**src/rtl/rptr_empty_if.sv**
```systemverilog
// Read-side bundle of the async FIFO: pop request and synchronised write pointer in,
// read address, Gray read pointer and occupancy/status flags out.
interface rptr_empty_if #(
  parameter int ADDRSIZE = 4
);
  logic                rinc;
  logic [ADDRSIZE:0]   rq2_wptr;
  logic [ADDRSIZE-1:0] raddr;
  logic [ADDRSIZE:0]   rptr;
  logic                rempty;
  logic                raempty;
  logic [ADDRSIZE:0]   rlevel;
  logic                runderflow;

  modport master (
    output rinc, rq2_wptr,
    input  raddr, rptr, rempty, raempty, rlevel, runderflow
  );

  modport slave (
    input  rinc, rq2_wptr,
    output raddr, rptr, rempty, raempty, rlevel, runderflow
  );
endinterface

```
**src/rtl/rptr_empty.sv**
```systemverilog
// Read-domain pointer and empty/almost-empty/occupancy/underflow controller of the async FIFO.
// Every flag derives from the same next-pointer and synchronised write pointer, so they never disagree.
module rptr_empty #(
  parameter int ADDRSIZE      = 4,
  parameter int AEMPTY_THRESH = 2
) (
  input  logic        rclk,
  input  logic        rrst_n,
  rptr_empty_if.slave bus
);
  localparam int PW = ADDRSIZE + 1;
  localparam logic [PW-1:0] AE_TH = PW'(AEMPTY_THRESH);

  logic [PW-1:0] rbin_q, rbin_d;
  logic [PW-1:0] rptr_q, rptr_d;
  logic [PW-1:0] rlevel_q, rlevel_d;
  logic          rempty_q, rempty_d;
  logic          raempty_q, raempty_d;
  logic          runderflow_q, runderflow_d;

  logic          pop;
  logic [PW-1:0] wbin_s;

  // Gray-to-binary as an XOR prefix running down from the MSB.
  always_comb begin
    wbin_s = '0;
    wbin_s[PW-1] = bus.rq2_wptr[PW-1];
    for (int i = PW - 2; i >= 0; i--) begin
      wbin_s[i] = wbin_s[i+1] ^ bus.rq2_wptr[i];
    end
  end

  always_comb begin
    pop          = bus.rinc & ~rempty_q;
    rbin_d       = rbin_q + {{(PW-1){1'b0}}, pop};
    rptr_d       = (rbin_d >> 1) ^ rbin_d;
    rempty_d     = (rptr_d == bus.rq2_wptr);
    rlevel_d     = wbin_s - rbin_d;
    raempty_d    = (rlevel_d <= AE_TH);
    runderflow_d = runderflow_q | (bus.rinc & rempty_q);
  end

  always_ff @(posedge rclk or negedge rrst_n) begin
    if (!rrst_n) begin
      rbin_q       <= '0;
      rptr_q       <= '0;
      rlevel_q     <= '0;
      rempty_q     <= 1'b1;
      raempty_q    <= 1'b1;
      runderflow_q <= 1'b0;
    end else begin
      rbin_q       <= rbin_d;
      rptr_q       <= rptr_d;
      rlevel_q     <= rlevel_d;
      rempty_q     <= rempty_d;
      raempty_q    <= raempty_d;
      runderflow_q <= runderflow_d;
    end
  end

  assign bus.raddr      = rbin_q[ADDRSIZE-1:0];
  assign bus.rptr       = rptr_q;
  assign bus.rempty     = rempty_q;
  assign bus.raempty    = raempty_q;
  assign bus.rlevel     = rlevel_q;
  assign bus.runderflow = runderflow_q;
endmodule

```
**src/flat_wrapper.sv**
```systemverilog
// flat-port wrapper written by rule: the top's interface ports become plain ports
module rptr_empty_flat 
#(
  parameter int ADDRSIZE      = 4,
  parameter int AEMPTY_THRESH = 2
)
  (rclk, rrst_n, bus_rinc, bus_rq2_wptr, bus_raddr, bus_rptr, bus_rempty, bus_raempty, bus_rlevel, bus_runderflow);
  rptr_empty_if #(.ADDRSIZE(ADDRSIZE)) bus_i ();
  input  logic rclk;
  input  logic rrst_n;
  input wire logic [$bits(bus_i.rinc)-1:0] bus_rinc;
  input wire logic [$bits(bus_i.rq2_wptr)-1:0] bus_rq2_wptr;
  output wire logic [$bits(bus_i.raddr)-1:0] bus_raddr;
  output wire logic [$bits(bus_i.rptr)-1:0] bus_rptr;
  output wire logic [$bits(bus_i.rempty)-1:0] bus_rempty;
  output wire logic [$bits(bus_i.raempty)-1:0] bus_raempty;
  output wire logic [$bits(bus_i.rlevel)-1:0] bus_rlevel;
  output wire logic [$bits(bus_i.runderflow)-1:0] bus_runderflow;
  assign bus_i.rinc = bus_rinc;
  assign bus_i.rq2_wptr = bus_rq2_wptr;
  assign bus_raddr = bus_i.raddr;
  assign bus_rptr = bus_i.rptr;
  assign bus_rempty = bus_i.rempty;
  assign bus_raempty = bus_i.raempty;
  assign bus_rlevel = bus_i.rlevel;
  assign bus_runderflow = bus_i.runderflow;
  rptr_empty #(.ADDRSIZE(ADDRSIZE), .AEMPTY_THRESH(AEMPTY_THRESH)) u_core (.rclk(rclk), .rrst_n(rrst_n), .bus(bus_i));
endmodule
```
**config.mk**
```make
export PLATFORM = sky130hd
export DESIGN_NAME = rptr_empty_flat
export DESIGN_NICKNAME = d
export VERILOG_FILES = /design/src/rtl/rptr_empty_if.sv /design/src/rtl/rptr_empty.sv /design/src/flat_wrapper.sv
export SDC_FILE = /design/constraint.sdc
export NUM_CORES = 1
export LEC_CHECK = 0
export BUFFER_PORTS_ARGS = -buffer_cell sky130_fd_sc_hd__buf_2
export CORE_MARGIN = 10
export CORE_UTILIZATION = 45
export DETAILED_ROUTE_END_ITERATION = 16
export GPL_TIMING_DRIVEN = 0
export PLACE_DENSITY_LB_ADDON = 0.15
export SYNTH_ARGS = -nofsm -noshare
export SYNTH_HDL_FRONTEND = slang
export SYNTH_SLANG_ARGS = --single-unit
```
**constraint.sdc**
```tcl
create_clock -name rclk -period 2.25 [get_ports rclk]
set_clock_uncertainty 0.1 [all_clocks]
set_input_delay 0.45 -clock rclk [delete_from_list [all_inputs] [get_ports rclk]]
set_output_delay 0.45 -clock rclk [all_outputs]
set_load 0.01 [all_outputs]
```
==> results.md, run 1 <==
- Clk_lat worst skew: 0.28 ns
- Yosys top cell area share: 41.4%
- Syn avg cell area: 12.8 µm²
- Pwr Density: 1750 mW/mm²
- Antenna cells: 0
- DP HPWL: 1410 µm
- Die height: 64.9 µm
- Critical path capture point type: flop
- Worst-path clk slew: 0.09 ns
- Distinct cells, synth: 21
- Crit path time final: 2.31 ns
- Placed insts: 122
- # fillers: 152
- Max Root-Sink Buffers: 2
- Worst-margin pin slew: 0.373 ns
- Static Leakage: 0.617 nW
- Crit start category: input pin
- Hold crit path type: in -> reg
- Maxcap violations: 0
- Worst vdd ir: 1.05 mV
- Die W: 64.9 µm
- Final WL: 1850 µm
- CP Data Required Time: 2.33 ns
- Top Ports: 25
- Wire length of the first global-routing pass: 2950 µm
- Rel. slew slack: 75.1%
- Layout cells sized above 1: 51.9%
- Final hold violations: 0
- Total Routing Usage GR: 8.86%
- Max-slew violation count: 0
- Vias in the first global route: 634
- # nets final: 124
- First-pass DRT Iterations: 4
- Area Overhead vs Synth: 43.3%
- Area contributors post-synth: dfrtp_1 41%, xnor2_1 14%, ha_1 8.3%, dfstp_2 5.8%, xor2_1 5.8%
- Core Footprint: 0.00194 mm²
- Wire length per cell: 13.7 µm
- Syn Std Cell Area: 907 µm²
- Initial Util: 46.7%
- Via count: 632
- H-tree depth: 1
- DRC violations left: 0
- Worst Slack Setup Final: -0.0646 ns
- Routed Antenna Nets: 0
- Post-Syn Instances: 71
- Arr. time, crit path: 2.39 ns
- Via density: 4.68
- Violated checks: negative setup slack
- Largest net degree at the start of global routing: 18
- Die area: 0.00421 mm²
- Root Driver: clkbuf_4
- Unrepaired setup endpoints after global routing: true
- Total gr overflow: 0
- PnR Total Power: 0.00227 W
- CTS tree: yes
- FF/Latch Area: 428 µm²
- Setup CP Type: in -> reg
- Area occupied by multi-input gates: 568 µm²
- Post-synth top area cell: dfrtp_1
- FP Rows: 16
- Fin cells: 135
- Final GP Congestion: 0.704
- Post-Syn Nets: 86
- CTS Buf Count: 3
- Sequential-to-total area share from yosys stat: 47.2%
- Status: finished with violations
- Port bufs: 24
- CTS Sinks: 17
- Fin crit share: 103%
- Seq cells post-synth: 17
- Antenna violations before repair: 0
- Max Clk Rate: 432 MHz
- Yosys warning count: 0
- Final setup fails: 2
- CP Max Fanout: 2
- Drt initial violations: 8
[registers in the layout, indices dropped and copies added (netlist names)]
name,count
u_core.bus.raempty,1
u_core.bus.rempty,1
u_core.bus.rlevel,5
u_core.bus.rptr,4
u_core.bus.runderflow,1
u_core.rbin_q,5
[report_power, final]
part           internal (W)  leakage [nW]  switching (W)  total, W
registers          0.000482         0.196      0.0000750  0.000557
logic              0.000804         0.406       0.000753   0.00156
clock network     0.0000687        0.0150      0.0000876  0.000156
total               0.00135         0.617       0.000916   0.00227
[cell usage after synthesis]
library cell / count
dfrtp_1: 15
a21oi_1: 2
ha_1: 6
a31oi_1: 1
buf_4: 2
nor2b_1: 2
a311oi_1: 1
a21o_1: 3
inv_1: 6
a2111oi_2: 1
nand4_1: 1
and4b_1: 1
xor3_1: 1
xor3_2: 1
and3b_1: 1
xor2_1: 6
xnor2_1: 15
dfstp_2: 2
fa_1: 1
nand3_1: 2
nand2_1: 1
[worst max-delay path, stage by stage]
cell and delay (ns):
buf_8 0.07, xor3_2 0.47, xor2_4 0.18, xnor2_2 0.13, ha_2 0.19, inv_2 0.04, fa_2 0.35, a31oi_1 0.17
xnor2_1 0.12, a2111oi_2 0.22
[cell families (layout without fill, tap and decap cells)]
| logic type | count (synthesis) | count (layout) | share of synthesized area (%) |
|---|---|---|---|
| flip-flops | 17 | 17 | 47.2 |
| XOR/XNOR | 23 | 23 | 25.7 |
| buffers and inverters | 8 | 45 | 4.14 |
| adder cells (fa/ha/maj) | 7 | 7 | 10.5 |
| AND/OR/NAND/NOR | 8 | 8 | 5.66 |
| AO/OA/AOI/OAI | 8 | 8 | 6.90 |
[layout make-up]
cell class | count | area share (%)
Timing Repair Buffer | 33 | 15.9
Clock buffer | 4 | 2.02
Tap cell | 27 | 2.60
Sequential cell | 17 | 32.9
Inverter | 6 | 1.73
Buffer | 2 | 1.15
Multi-Input combinational cell | 46 | 43.7
[routing by layer]
| layer | up-vias | GRT usage, % | routed length, µm | share of wire, % |
|---|---|---|---|---|
| li1 | 312 | - | - | - |
| met1 | 307 | 9.45 | 745 | 40 |
| met2 | 11 | 14.5 | 978 | 53 |
| met3 | 2 | 3.26 | 110 | 5.9 |
| met4 | 0 | 5.61 | 14 | 0.76 |
| met5 | - | 0 | 0 | 0 |
[what timing repair did]
item / 4_1_cts / 5_1_grt
buffers inserted: 5 / 3
pin swaps: 7 / 4
endpoints found under the hold margin: 15 / 0
setup endpoints to repair: 3 / 2
hold buffers: 1 / 0
resized for setup: 14 / 9
gates cloned: 0 / 0
[through the flow]
stage | cell area (µm²) | util (%) | hold WS, ns | setup slack [ns] | setup TNS (ns)
after global routing | 1300 | 66.9 | 0.273 | -0.156 | -0.235
after CTS | 1220 | 62.8 | 0.270 | -0.110 | -0.161
after detailed placement | 1070 | 55.2 | 0.294 | -0.528 | -1.50
after floorplan | 917 | - | 0.0544 | -0.271 | -0.400
final | 1300 | 66.9 | 0.286 | -0.0646 | -0.0796
after global placement | 1070 | 55.2 | 0.288 | -0.486 | -1.36
[cells in the final DEF (no fill, tap or decap), types with 2 or more instances in the layout]
cell type  Yosys  final
buf_4          2     10
dfrtp_1       15     15
xnor2_1       15     12
xnor2_2        0      2
a21o_1         3      3
buf_2          0     22
inv_1          6      5
clkbuf_4       0      3
dfstp_2        2      2
xor2_1         6      3
xor2_2         0      2
ha_1           6      2
ha_4           0      3
[final timing paths]
kind | start | end | slack, ns | cells past startpoint
setup / recovery | bus_rq2_wptr[4] | u_core.bus.raempty$_DFF_PN1_ | -0.06 | 10
hold / removal | bus_rinc | u_core.bus.runderflow$_DFF_PN0_ | 0.29 | 2
setup reg to reg | u_core.bus.rempty$_DFF_PN1_ | u_core.bus.raempty$_DFF_PN1_ | -0.05 | 8
hold reg to reg | u_core.bus.runderflow$_DFF_PN0_ | u_core.bus.runderflow$_DFF_PN0_ | 0.36 | 1
max in group asynchronous | rrst_n | u_core.bus.raempty$_DFF_PN1_ | 1.23 | 2
min in group asynchronous | rrst_n | u_core.bus.rptr[1]$_DFF_PN0_ | 0.51 | 2
Power figures use the tool's default switching activity.
==> run 2: changes to the inputs <==
--- a/config.mk
+++ b/config.mk
@@ -11,6 +11,7 @@
 export DETAILED_ROUTE_END_ITERATION = 16
 export GPL_TIMING_DRIVEN = 0
 export PLACE_DENSITY_LB_ADDON = 0.15
+export REMOVE_ABC_BUFFERS = 1
 export SYNTH_ARGS = -nofsm -noshare
 export SYNTH_HDL_FRONTEND = slang
 export SYNTH_SLANG_ARGS = --single-unit
==> run 2 against run 1 <==
Net effect:
- the flow still finishes with violations (negative setup slack)
- via count down 0.79%
- maximum frequency down 4.5%
- largest power group unchanged
- combinational power down 8%
- critical path type unchanged
- worst setup slack worse by 0.11 ns
==> results.md, run 2 (synthesis gave the netlist of run 1 again) <==
- Max Root-Sink Buffers: 2 (unchanged)
- Reg power frac: 27.1% (was 24.5%)
- Initial Util: 46.7% (unchanged)
- Static Leakage: 0.599 nW (was 0.617 nW)
- Die W: 64.9 µm (unchanged)
- Fin cells: 132 (was 135)
- Highest Signal Layer: met4 (unchanged)
- Int Pwr: 0.00127 W (was 0.00135 W)
- Fin crit share: 108% (was 103%)
- # nets final: 121 (was 124)
- Switching Share: 42.1% (was 40.3%)
- H-tree depth: 1 (unchanged)
- Arr. time, crit path: 2.50 ns (was 2.39 ns)
- Most frequent cells in the layout: 21 x buf_2, 15 x dfrtp_1, 12 x xnor2_1 (was 22 x buf_2, 15 x dfrtp_1, 12 x xnor2_1)
- Setup CP Type: in -> reg (unchanged)
- Final hold violations: 0 (unchanged)
- Worst Slack Setup Final: -0.174 ns (was -0.0646 ns)
- Layout cells sized above 1: 49.5% (was 51.9%)
- Comb pwr share: 65.7% (was 68.6%)
- Routed length on met2: 977 µm (was 978 µm)
- CP Data Required Time: 2.33 ns (about the same)
- Worst vdd ir: 1.31 mV (was 1.05 mV)
- Die height: 64.9 µm (unchanged)
- Via density: 4.75 (was 4.68)
- Clk_lat worst skew: 0.28 ns (about the same)
- Clock share of power: 7.2% (was 6.9%)
- Via count: 627 (was 632)
- Maxcap violations: 0 (unchanged)
- DRC violations left: 0 (unchanged)
- Antenna cells: 0 (unchanged)
- Violated checks: negative setup slack (unchanged)
- CTS tree: yes (unchanged)
- First-pass DRT Iterations: 3 (was 4)
- DRT met1 WL: 788 µm (was 745 µm)
- FP Rows: 16 (unchanged)
- Finished Core Util: 65.3% (was 66.9%)
- Wire length of the first global-routing pass: 3240 µm (was 2950 µm)
- Rel. slew slack: 74.3% (was 75.1%)
- Total Routing Usage GR: 9.74% (was 8.86%)
- Worst-margin pin slew: 0.382 ns (was 0.373 ns)
- Crit path time final: 2.42 ns (was 2.31 ns)
- Antenna violations before repair: 0 (unchanged)
- Unrepaired setup endpoints after global routing: true (unchanged)
- Placed insts: 120 (was 122)
- Worst-path clk slew: 0.10 ns (was 0.09 ns)
- CTS Sinks: 17 (unchanged)
- Max Clk Rate: 413 MHz (was 432 MHz)
- Root Driver: clkbuf_4 (unchanged)
- Die area: 0.00421 mm² (unchanged)
- Port bufs: 24 (unchanged)
- Final setup fails: 1 (was 2)
- Largest net degree at the start of global routing: 18 (unchanged)
- Drt initial violations: 8 (unchanged)
- Hold crit path type: in -> reg (unchanged)
- Commonest non-fill, non-tap cell in the layout: buf_2 (unchanged)
- Final GP Congestion: 0.731 (was 0.704)
- Status: finished with violations (unchanged)
- Total gr overflow: 0 (unchanged)
- Max-slew violation count: 0 (unchanged)
- Top Ports: 25 (unchanged)
- Area Overhead vs Synth: 39.7% (was 43.3%)
- Crit start category: input pin (unchanged)
- CP Max Fanout: 3 (was 2)
- Critical path capture point type: flop (unchanged)
- Pwr Density: 1730 mW/mm² (was 1750 mW/mm²)
- CTS Buf Count: 3 (unchanged)
- Vias in the first global route: 691 (was 634)
- DP HPWL: 1430 µm (was 1410 µm)
- Core Footprint: 0.00194 mm² (unchanged)
- Routed Antenna Nets: 0 (unchanged)
- Final WL: 1920 µm (was 1850 µm)
- Wire length per cell: 14.6 µm (was 13.7 µm)
- Net Sw Power: 0.000921 W (was 0.000916 W)
- Met3 wire len: 131 µm (was 110 µm)
run 2: cell count changes in the layout (fill, tap and decap cells not counted), sizes merged:
cell  change
buf       -3
run 2: layout make-up:
type                            count  area, µm²
Inverter                            6       22.5
Clock buffer                        4       26.3
Timing Repair Buffer               32        205
Tap cell                           27       33.8
Fill cell                         153        674
Multi-Input combinational cell     46        552
Sequential cell                    17        428
run 2: layer usage:
layer	track usage, %	vias to the layer above
li1	-	302
met1	9.83	311
met2	16.4	12
met3	4.30	2
met4	5.61	0
met5	0	-
run 2: what timing repair did:
action	CTS	global route
resized for setup	12	11
pin swaps	9	11
buffers inserted	3	4
hold endpoints to repair	15	0
endpoints found under the setup margin	4	4
hold buffers	1	0
run 2: worst paths after layout:
check	start	end	slack [ns]	cells past startpoint
max	bus_rq2_wptr[4]	u_core.bus.raempty$_DFF_PN1_	-0.17	10
min	bus_rinc	u_core.bus.runderflow$_DFF_PN0_	0.28	2
max reg2reg	u_core.bus.rempty$_DFF_PN1_	u_core.bus.raempty$_DFF_PN1_	-0.12	9
min reg2reg	u_core.bus.runderflow$_DFF_PN0_	u_core.bus.runderflow$_DFF_PN0_	0.36	1
max in group asynchronous	rrst_n	u_core.bus.raempty$_DFF_PN1_	1.21	2
min in group asynchronous	rrst_n	u_core.bus.rptr[1]$_DFF_PN0_	0.52	2
run 2: worst max-delay path: stages:
cell and delay, ns:
buf_8 0.07, xor3_2 0.48, xor2_4 0.18, xnor2_2 0.13, ha_2 0.19, inv_2 0.04
fa_2 0.37, a31oi_4 0.21, xnor2_2 0.09, a2111oi_2 0.28
run 2: power by group through the flow:
stage | clock [W] | sequential (W) | combinational [W]
after CTS | 0.000169 | 0.000588 | 0.00126
after global routing | 0.000180 | 0.000619 | 0.00157
after global placement | 0 | 0.000578 | 0.00115
final | 0.000158 | 0.000594 | 0.00144
after detailed placement | 0 | 0.000589 | 0.00117
after floorplan | 0 | 0.000661 | 0.000771
run 2: through the flow:
step / setup WS, ns / setup TNS, ns / cell area, µm² / hold slack, ns / power, W
floorplan: -0.504 / -0.834 / 892 / 0.0544 / 0.00143
global placement: -0.772 / -2.06 / 1050 / 0.287 / 0.00173
detailed placement: -0.830 / -2.28 / 1050 / 0.292 / 0.00176
CTS: -0.180 / -0.194 / 1160 / 0.269 / 0.00202
global route: -0.305 / -0.311 / 1270 / 0.271 / 0.00237
finish: -0.174 / -0.174 / 1270 / 0.284 / 0.00219
